$ cat src/rtl/pacman_pkg.sv
// Shared game-flow types and default tuning constants for the pacman datapath.
package pacman_pkg;

  typedef enum logic [2:0] {
    IDLE      = 3'd0,
    RESPAWN   = 3'd1,
    READY     = 3'd2,
    PLAY      = 3'd3,
    DYING     = 3'd4,
    GAME_OVER = 3'd5,
    WON       = 3'd6
  } game_state_t;

  localparam int START_LIVES_DEF  = 3;
  localparam int READY_FRAMES_DEF = 120;
  localparam int DEATH_FRAMES_DEF = 96;
  localparam int DEATH_DIV_DEF    = 8;

endpackage

$ cat src/rtl/frame_tick_gen.sv
// Brings the asynchronous frame strobe into the Clk domain and emits a
// one-cycle tick per rising edge of frame_clk.
module frame_tick_gen (
  input  logic Clk,
  input  logic Reset,
  input  logic frame_clk,
  output logic frame_tick
);

  logic sync1_q;
  logic sync2_q;
  logic prev_q;

  // Two-flop synchroniser plus a delayed copy for edge detection
  always_ff @(posedge Clk) begin
    if (Reset) begin
      sync1_q <= 1'b0;
      sync2_q <= 1'b0;
      prev_q  <= 1'b0;
    end else begin
      sync1_q <= frame_clk;
      sync2_q <= sync1_q;
      prev_q  <= sync2_q;
    end
  end

  // Tick is visible in the cycle following the second synchroniser edge
  assign frame_tick = sync2_q & ~prev_q;

endmodule

$ cat src/rtl/game_state_ctrl.sv
// Game-flow controller: READY/PLAY/DYING/GAME_OVER/WON sequencing, lives,
// mover freeze/respawn and death-animation index. Collisions are gathered
// across a frame and only acted on at the frame tick.
module game_state_ctrl
  import pacman_pkg::*;
#(
  parameter int START_LIVES  = START_LIVES_DEF,
  parameter int READY_FRAMES = READY_FRAMES_DEF,
  parameter int DEATH_FRAMES = DEATH_FRAMES_DEF,
  parameter int DEATH_DIV    = DEATH_DIV_DEF
) (
  input  logic       Clk,
  input  logic       Reset,
  input  logic       frame_clk,
  input  logic       lose_game_in,
  input  logic       pellets_cleared,
  input  logic       start_pressed,
  output logic [2:0] state,
  output logic       freeze,
  output logic       respawn,
  output logic [1:0] lives,
  output logic [3:0] death_frame,
  output logic       show_ready,
  output logic       game_over,
  output logic       game_won
);

  game_state_t state_q;
  game_state_t state_d;
  logic [7:0]  frame_cnt_q;
  logic [7:0]  frame_cnt_d;
  logic        hit_latch_q;
  logic        hit_latch_d;
  logic [1:0]  lives_q;
  logic [1:0]  lives_d;
  logic        lives_dec;
  logic        lives_reload;
  logic        frame_tick;

  // Frame counter saturates rather than wrapping
  function automatic logic [7:0] sat_inc(input logic [7:0] v);
    return (v == 8'hFF) ? v : v + 8'd1;
  endfunction

  // Sprite index for the death animation, clamped to the last sprite
  function automatic logic [3:0] death_idx(input logic [7:0] cnt);
    int idx;
    idx = int'(cnt) / DEATH_DIV;
    if (idx > DEATH_FRAMES / DEATH_DIV - 1)
      idx = DEATH_FRAMES / DEATH_DIV - 1;
    return 4'(idx);
  endfunction

  frame_tick_gen u_tick (
    .Clk       (Clk),
    .Reset     (Reset),
    .frame_clk (frame_clk),
    .frame_tick(frame_tick)
  );

  // Next-state and lives-control decode
  always_comb begin
    state_d      = state_q;
    lives_dec    = 1'b0;
    lives_reload = 1'b0;
    case (state_q)
      IDLE: begin
        if (start_pressed) state_d = RESPAWN;
      end
      RESPAWN: begin
        state_d = READY;
      end
      READY: begin
        if (frame_tick && (frame_cnt_q == 8'(READY_FRAMES - 1))) state_d = PLAY;
      end
      PLAY: begin
        if (frame_tick) begin
          if (pellets_cleared) begin
            state_d = WON;
          end else if (hit_latch_q | lose_game_in) begin
            state_d   = DYING;
            lives_dec = 1'b1;
          end
        end
      end
      DYING: begin
        if (frame_tick && (frame_cnt_q == 8'(DEATH_FRAMES - 1)))
          state_d = (lives_q == 2'd0) ? GAME_OVER : RESPAWN;
      end
      GAME_OVER, WON: begin
        if (start_pressed) begin
          state_d      = RESPAWN;
          lives_reload = 1'b1;
        end
      end
      default: begin
        state_d = IDLE;
      end
    endcase
  end

  // Counter, hit latch and lives next values
  always_comb begin
    frame_cnt_d = frame_cnt_q;
    if (state_d != state_q)
      frame_cnt_d = 8'd0;
    else if (frame_tick && ((state_q == READY) || (state_q == DYING)))
      frame_cnt_d = sat_inc(frame_cnt_q);

    hit_latch_d = frame_tick ? 1'b0
                             : (hit_latch_q | (lose_game_in && (state_q == PLAY)));

    lives_d = lives_q;
    if (lives_reload)   lives_d = 2'(START_LIVES);
    else if (lives_dec) lives_d = lives_q - 2'd1;
  end

  // State, bookkeeping and outputs registered from the next state
  always_ff @(posedge Clk) begin
    if (Reset) begin
      state_q     <= IDLE;
      frame_cnt_q <= 8'd0;
      hit_latch_q <= 1'b0;
      lives_q     <= 2'(START_LIVES);
      freeze      <= 1'b1;
      respawn     <= 1'b0;
      death_frame <= 4'd0;
      show_ready  <= 1'b0;
      game_over   <= 1'b0;
      game_won    <= 1'b0;
    end else begin
      state_q     <= state_d;
      frame_cnt_q <= frame_cnt_d;
      hit_latch_q <= hit_latch_d;
      lives_q     <= lives_d;
      freeze      <= (state_d != PLAY);
      respawn     <= (state_d == RESPAWN);
      death_frame <= (state_d == DYING) ? death_idx(frame_cnt_d) : 4'd0;
      show_ready  <= (state_d == READY);
      game_over   <= (state_d == GAME_OVER);
      game_won    <= (state_d == WON);
    end
  end

  assign state = state_q;
  assign lives = lives_q;

  // A death can only be entered with at least one life left
  a_no_underflow: assert property (@(posedge Clk) disable iff (Reset)
    !(lives_dec && (lives_q == 2'd0)));

endmodule

$ cat config.mk
export PLATFORM = sky130hd
export DESIGN_NAME = game_state_ctrl
export DESIGN_NICKNAME = d
export VERILOG_FILES = /design/src/rtl/pacman_pkg.sv /design/src/rtl/frame_tick_gen.sv /design/src/rtl/game_state_ctrl.sv
export SDC_FILE = /design/constraint.sdc
export NUM_CORES = 1
export LEC_CHECK = 0
export CORE_AREA = 10 10 63 65
export CTS_BUF_LIST = sky130_fd_sc_hd__clkbuf_4
export CTS_CLUSTER_SIZE = 16
export DETAILED_ROUTE_END_ITERATION = 16
export DIE_AREA = 0 0 73 75
export GPL_TIMING_DRIVEN = 0
export PLACE_DENSITY = 0.82
export SYNTH_ARGS = -nofsm -noshare
export SYNTH_HDL_FRONTEND = slang
export SYNTH_SLANG_ARGS = --single-unit
$ cat constraint.sdc
create_clock -name Clk -period 2.35 [get_ports Clk]
set_clock_uncertainty 0.2 [all_clocks]
set_input_delay 0.47 -clock Clk [delete_from_list [all_inputs] [get_ports Clk]]
set_output_delay 0.47 -clock Clk [all_outputs]
set_load 0.005 [all_outputs]
Word level (Yosys, flattened, before mapping)
Index checks and enable logic that the tools add are counted.
{"block": "word_totals", "ff_bits": 26, "out_inout_bits": 14, "elab_cells": 73}
{"block": "op_classes", "add_sub_neg": 2, "magnitude_cmp": 1, "n_eq_ne": 16, "muxes": 18, "n_bitwise": 6, "reduce_logical": 15}
{"cell": "$mux W8", "count": 3}
{"cell": "$mux W3", "count": 7}
{"cell": "$eq A3 B3 Y1 const B", "count": 6}
{"cell": "$eq A8 B7 Y1 const B", "count": 2}
{"cell": "$pmux W3 S5", "count": 1}
{"cell": "$reduce_or A2 Y1", "count": 5}
{"cell": "$eq A3 B2 Y1 const B", "count": 3}
{"cell": "$add A8 B1 Y8 const B", "count": 1}
{"cell": "$eq A8 B8 Y1 const B", "count": 1}
{"cell": "$eq A3 B1 Y1 const B", "count": 2}
{"cell": "$mux W1", "count": 6}
{"cell": "$reduce_or A3 Y1", "count": 2}
{"cell": "$gt A5 B4 Y1 const B", "count": 1}
{"cell": "$logic_and A1 B1 Y1", "count": 4}
{"cell": "$mux W4", "count": 1}
{"cell": "$logic_not A3 Y1", "count": 1}
{"cell": "$ne A3 B2 Y1 const B", "count": 1}
{"cell": "$ne A3 B3 Y1", "count": 1}
{"cell": "$not A1 Y1", "count": 3}
{"cell": "$logic_not A2 Y1", "count": 1}
{"cell": "$or A1 B1 Y1", "count": 2}
{"cell": "$reduce_and A2 Y1", "count": 1}
{"cell": "$sub A2 B1 Y2 const B", "count": 1}
{"cell": "$and A1 B1 Y1", "count": 1}
{"cell": "$logic_or A1 B1 Y1", "count": 1}

Longest topological paths before layout
{"block": "logic_depth", "word_depth": 9, "ltp_mapped": 7, "depth_no_buf": 7}

Modules after synthesis
Synthesis repeated with hierarchy kept, for this count alone.
{"block": "hier_totals", "cells_unflattened": 141, "area_unflattened_um2": 1317.5}
{"module": "game_state_ctrl", "instances": 1, "cells_each": 134, "area_per_inst_um2": 1229.9, "seq_area_each_um2": 460.4}
{"module": "frame_tick_gen", "instances": 1, "cells_each": 7, "area_per_inst_um2": 87.6, "seq_area_each_um2": 60.1}

Worst setup path after synthesis
No wires, ideal clock.
{"block": "synth_timing", "path_kind": "reg2reg", "from": "reg frame_cnt_q[5]", "to": "reg freeze", "setup_ns": 0.134, "arrival_time_ns": 1.984, "required_time_ns": 2.016, "slack_ns": 0.032, "stages_incl_launch_ff": 7, "n_path_buf": 1, "path_cell_list": "dfxtp_1 buf_6 or3b_1 or3_1 o31a_1 o21ai_2 or4b_1"}
{"block": "synth_via", "elab_chain_cells": 5}
{"element": "start: declaration", "line": "game_state_ctrl.sv:30", "rtl": "logic [7:0] frame_cnt_q;"}
{"element": "start signal: assignment", "line": "game_state_ctrl.sv:133", "rtl": "frame_cnt_q <= frame_cnt_d;"}
{"element": "$eq A8 B7 Y1, on equally long branches", "line": "game_state_ctrl.sv:87, game_state_ctrl.sv:74"}
{"element": "$logic_and A1 B1 Y1, on equally long branches", "line": "game_state_ctrl.sv:87, game_state_ctrl.sv:74"}
{"element": "$mux W3, on equally long branches", "line": "game_state_ctrl.sv:87, game_state_ctrl.sv:74"}
{"element": "$pmux W3 S5 *", "line": "game_state_ctrl.sv:66", "rtl": "case (state_q)"}
{"element": "$ne A3 B2 Y1 *", "line": "game_state_ctrl.sv:136", "rtl": "freeze <= (state_d != PLAY);"}
{"element": "end signal: assignment", "line": "game_state_ctrl.sv:136"}
{"element": "end: declaration", "line": "game_state_ctrl.sv:19", "rtl": "output logic freeze,"}
Mark *: on every way between the ends. The rest lies on a longest branch, timed or not.
A chain may end at the register's enable or synchronous reset.

Worst setup path after layout
Ends and elaborated chain as after synthesis.

==> run_summary.xml <==
<?xml version="1.0" encoding="UTF-8"?>
<metrics>
  <group name="setup_path">
    <metric name="cpMaxStageDelayCell" unit="">or4b_1</metric>
    <metric name="critPathRequiredTime" unit="ps">2350</metric>
    <metric name="crit_path_max_fanout" unit="">4</metric>
    <metric name="timing.critical_path.cells" unit="">or3b_4, or3_4, o31a_1, o21ai_4, or4b_1</metric>
    <metric name="timing.critical_path.slowest_cell_delay" unit="ps">470</metric>
    <metric name="worst-setup-path-type" unit="">reg -&gt; reg</metric>
    <metric name="worst_setup_path_start_kind" unit="">register</metric>
    <metric name="arrival_time_of_the_worst_setup_path" unit="ps">2290</metric>
    <metric name="setup.worst_path.end_class" unit="">register</metric>
  </group>
  <group name="global_route">
    <metric name="largest_net_degree_at_the_start_of_global_routing" unit="">14</metric>
    <metric name="antenna_found_initial" unit="">0</metric>
    <metric name="gr_util_all_layers" unit="%">11.8</metric>
    <metric name="overflow_after_grt" unit="">0</metric>
    <metric name="grt_first_pass_wirelength" unit="um">5420</metric>
    <metric name="grt_pass1_vias" unit="">1242</metric>
  </group>
  <group name="detailed_routing">
    <metric name="drt-pass1-iter-count" unit="">4</metric>
    <metric name="postRouteAntennaNets" unit="">0</metric>
    <metric name="routed_wl" unit="um">3140</metric>
    <metric name="drcViolationCount" unit="">0</metric>
    <metric name="wl_per_instance" unit="um">15.0</metric>
    <metric name="vias_cell" unit="">5.91</metric>
    <metric name="vias" unit="">1235</metric>
    <metric name="drt_first_iter_violations" unit="">96</metric>
  </group>
  <group name="logic_synthesis">
    <metric name="synthDominantAreaCellType" unit="">dfxtp_1</metric>
    <metric name="post_synth_num_cell_types" unit="">46</metric>
    <metric name="yosys-top-cells-area" unit="">dfxtp_1 (40%), nor3_1 (5.4%), nor2b_1 (3.9%)</metric>
    <metric name="async_flop_share" unit="%">0</metric>
    <metric name="synth_area" unit="um2">1290</metric>
    <metric name="synth_edf_count" unit="">0</metric>
    <metric name="synthesis.yosys.warnings" unit="">0</metric>
    <metric name="syn_nets" unit="">160</metric>
    <metric name="synth_top_area_share" unit="%">40.4</metric>
    <metric name="avgSynthCellArea" unit="um2">8.47</metric>
    <metric name="synth_top_flop_cell" unit="">dfxtp_1</metric>
    <metric name="synth.yosys.seq_area_share" unit="%">40.4</metric>
    <metric name="syn-instance-count" unit="">152</metric>
    <metric name="ys_seq_elements" unit="">26</metric>
  </group>
  <group name="sta">
    <metric name="relSlewSlack" unit="%">58.4</metric>
    <metric name="achievable-frequency" unit="MHz">437</metric>
    <metric name="tightestPinTransition" unit="ps">625</metric>
    <metric name="report.final.setup_viol" unit="">0</metric>
    <metric name="final_min_period_over_clock_period" unit="%">97.5</metric>
    <metric name="final_hold_viol_count" unit="">0</metric>
    <metric name="finalMaxSlewViolations" unit="">0</metric>
    <metric name="fin_crit" unit="ps">2290</metric>
  </group>
  <group name="cells_and_area">
    <metric name="commonest_cells_after_routing_fill_and_taps_aside" unit="">dfxtp_1 (23), clkdlybuf4s50_1 (19), nor3_1 (13)</metric>
    <metric name="antenna_cells_inserted" unit="">0</metric>
    <metric name="area_growth_syn_to_layout" unit="%">27.2</metric>
    <metric name="nets" unit="">188</metric>
    <metric name="postLayoutCoreUtil" unit="%">60.4</metric>
    <metric name="drive_gt1_share" unit="%">13.5</metric>
    <metric name="area_taken_by_multi_input_logic_gates" unit="um2">773</metric>
    <metric name="fillerInstances" unit="">260</metric>
    <metric name="final_common_cell" unit="">dfxtp_1</metric>
    <metric name="area.sequential" unit="um2">529</metric>
    <metric name="layout.cells.non_filler" unit="">209</metric>
  </group>
  <group name="pwr">
    <metric name="p_comb_share" unit="%">15.5</metric>
    <metric name="switching_power_summed_over_all_nets" unit="mW">0.195</metric>
    <metric name="report.power.total" unit="mW">0.755</metric>
    <metric name="power_leakage" unit="nW">0.598</metric>
    <metric name="peakVddDrop" unit="uV">293</metric>
    <metric name="seqPwrFrac" unit="%">60.2</metric>
    <metric name="power.density_cell_area" unit="nW/um2">461</metric>
    <metric name="cell_internal_pwr" unit="mW">0.560</metric>
    <metric name="clkPwrFrac" unit="%">24.3</metric>
    <metric name="switching_share" unit="%">25.9</metric>
  </group>
  <group name="die">
    <metric name="placeable_core_region" unit="um2">2710</metric>
    <metric name="die_height" unit="um">75</metric>
    <metric name="die_w" unit="um">73</metric>
    <metric name="dieArea" unit="um2">5480</metric>
    <metric name="io_pins" unit="">20</metric>
    <metric name="floorplan.initialDensity" unit="%">47.5</metric>
    <metric name="placement_rows" unit="">19</metric>
  </group>
  <group name="clock_network">
    <metric name="clock_pin_slew_of_the_registers_on_the_worst_case_setup_and_hold_paths" unit="ps">130</metric>
    <metric name="ctsRootBufferMaster" unit="">clkbuf_4</metric>
    <metric name="worstSkewPairLatency" unit="ps">320</metric>
    <metric name="cts-buffers-inserted" unit="">3</metric>
    <metric name="clock_sink_count" unit="">26</metric>
    <metric name="holdBufCountCts" unit="">0</metric>
    <metric name="tritoncts" unit="">yes</metric>
    <metric name="cts-htree-levels" unit="">1</metric>
    <metric name="buffer_depth_of_the_longest_clock_path" unit="">2</metric>
  </group>
  <group name="job">
    <metric name="max-cap-violations" unit="">0</metric>
  </group>
  <group name="status">
    <metric name="status" unit="">finished clean</metric>
  </group>
  <group name="placed_design">
    <metric name="placement.io_buffers" unit="">19</metric>
    <metric name="globalplace.congestion" unit="">0.912</metric>
    <metric name="place_hpwl" unit="um">2320</metric>
    <metric name="dp.cells" unit="">202</metric>
  </group>
  <group name="min_path">
    <metric name="hold_path.class" unit="">reg -&gt; reg</metric>
  </group>
</metrics>
==> state kept, by name (all words and copies together) (netlist names), 2 cells and up <==
register,count
frame_cnt_q,8
death_frame,4
state,3
lives,2
==> routing by layer <==
metal	GRT usage [%]	share of wire (%)	up-vias
met4	4.01	1.7	0
met1	13.0	41	587
met5	0	0	-
met3	3.68	7.4	7
met2	21.0	49	35
li1	-	-	606
==> synthesized netlist by cell type, types with 2 or more instances <==
| master | number |
|---|---|
| nor2b_1 | 8 |
| dfxtp_1 | 26 |
| xnor2_1 | 4 |
| nor4_1 | 3 |
| a21o_1 | 2 |
| nand2_1 | 12 |
| o211ai_1 | 2 |
| nor2_1 | 11 |
| a21oi_1 | 6 |
| nand3_1 | 8 |
| a211o_1 | 2 |
| o31a_1 | 2 |
| o21ai_0 | 4 |
| xor2_1 | 2 |
| clkbuf_1 | 7 |
| mux2i_1 | 2 |
| ha_1 | 2 |
| inv_1 | 3 |
| nor3_1 | 14 |
| or3_1 | 2 |
| nand4_1 | 3 |
| and3_1 | 3 |
==> power by group through the flow <==
stage	Sequential (mW)	Combinational (mW)	Clock, mW
final	0.455	0.117	0.184
after global routing	0.456	0.127	0.209
after CTS	0.453	0.117	0.191
after detailed placement	0.464	0.100	0
after global placement	0.463	0.0961	0
after floorplan	0.464	0.0591	0
==> critical path: cells and delay by family, from the launching register on <==
kind | cells | cell delay [ps]
AND/OR/NAND/NOR | 3 | 1200
AO/OA/AOI/OAI | 2 | 410
flip-flops | 1 | 360
==> final timing paths <==
check | slack [ps] | depth (start not counted) | from | end
setup / recovery | 60 | 5 | frame_cnt_q[5]$_SDFF_PP0_ | freeze$_SDFF_PP1_
hold / removal | 260 | 1 | u_tick.sync1_q$_SDFF_PP0_ | u_tick.sync2_q$_SDFF_PP0_
setup reg to reg | 60 | 5 | frame_cnt_q[5]$_SDFF_PP0_ | freeze$_SDFF_PP1_
hold reg to reg | 260 | 1 | u_tick.sync1_q$_SDFF_PP0_ | u_tick.sync2_q$_SDFF_PP0_
==> kinds of logic (layout without fill, tap and decap cells) <==
logic type / Yosys count / after routing / share of synthesized area [%]
buf+inv: 12 / 38 / 4.08
flops: 26 / 26 / 40.4
xor+xnor: 7 / 7 / 5.35
mux: 2 / 2 / 1.55
fa+ha+maj: 2 / 2 / 1.94
compound gates: 30 / 30 / 16.4
simple gates: 73 / 73 / 30.2
==> metrics by stage <==
stage / TNS, ps / hold WS [ps] / setup WS [ps] / instance area (um2)
2_1_floorplan: 0 / 214 / 31.9 / 1290
3_3_place_gp: -1060 / 228 / -134 / 1520
3_5_place_dp: -1760 / 235 / -208 / 1520
4_1_cts: 0 / 261 / 2.64 / 1620
5_1_grt: -23.0 / 277 / -17.6 / 1640
6_report: 0 / 257 / 59.6 / 1640
==> final cells by class <==
type | instances | share of cell area [%]
buffer | 6 | 1.45
clock buffer | 3 | 1.38
inverter | 4 | 0.917
multi-input combinational | 114 | 47.2
sequential | 26 | 32.3
tap | 31 | 2.37
timing repair buffer | 25 | 14.4
==> what timing repair did <==
| item | in CTS | in global routing |
|---|---|---|
| gates resized for setup | 11 | 6 |
| endpoints found under the setup margin | 10 | 13 |
| pin swaps | 2 | 1 |
| setup buffers | 6 | 0 |
Note: power is estimated with default switching activity, not from simulation.
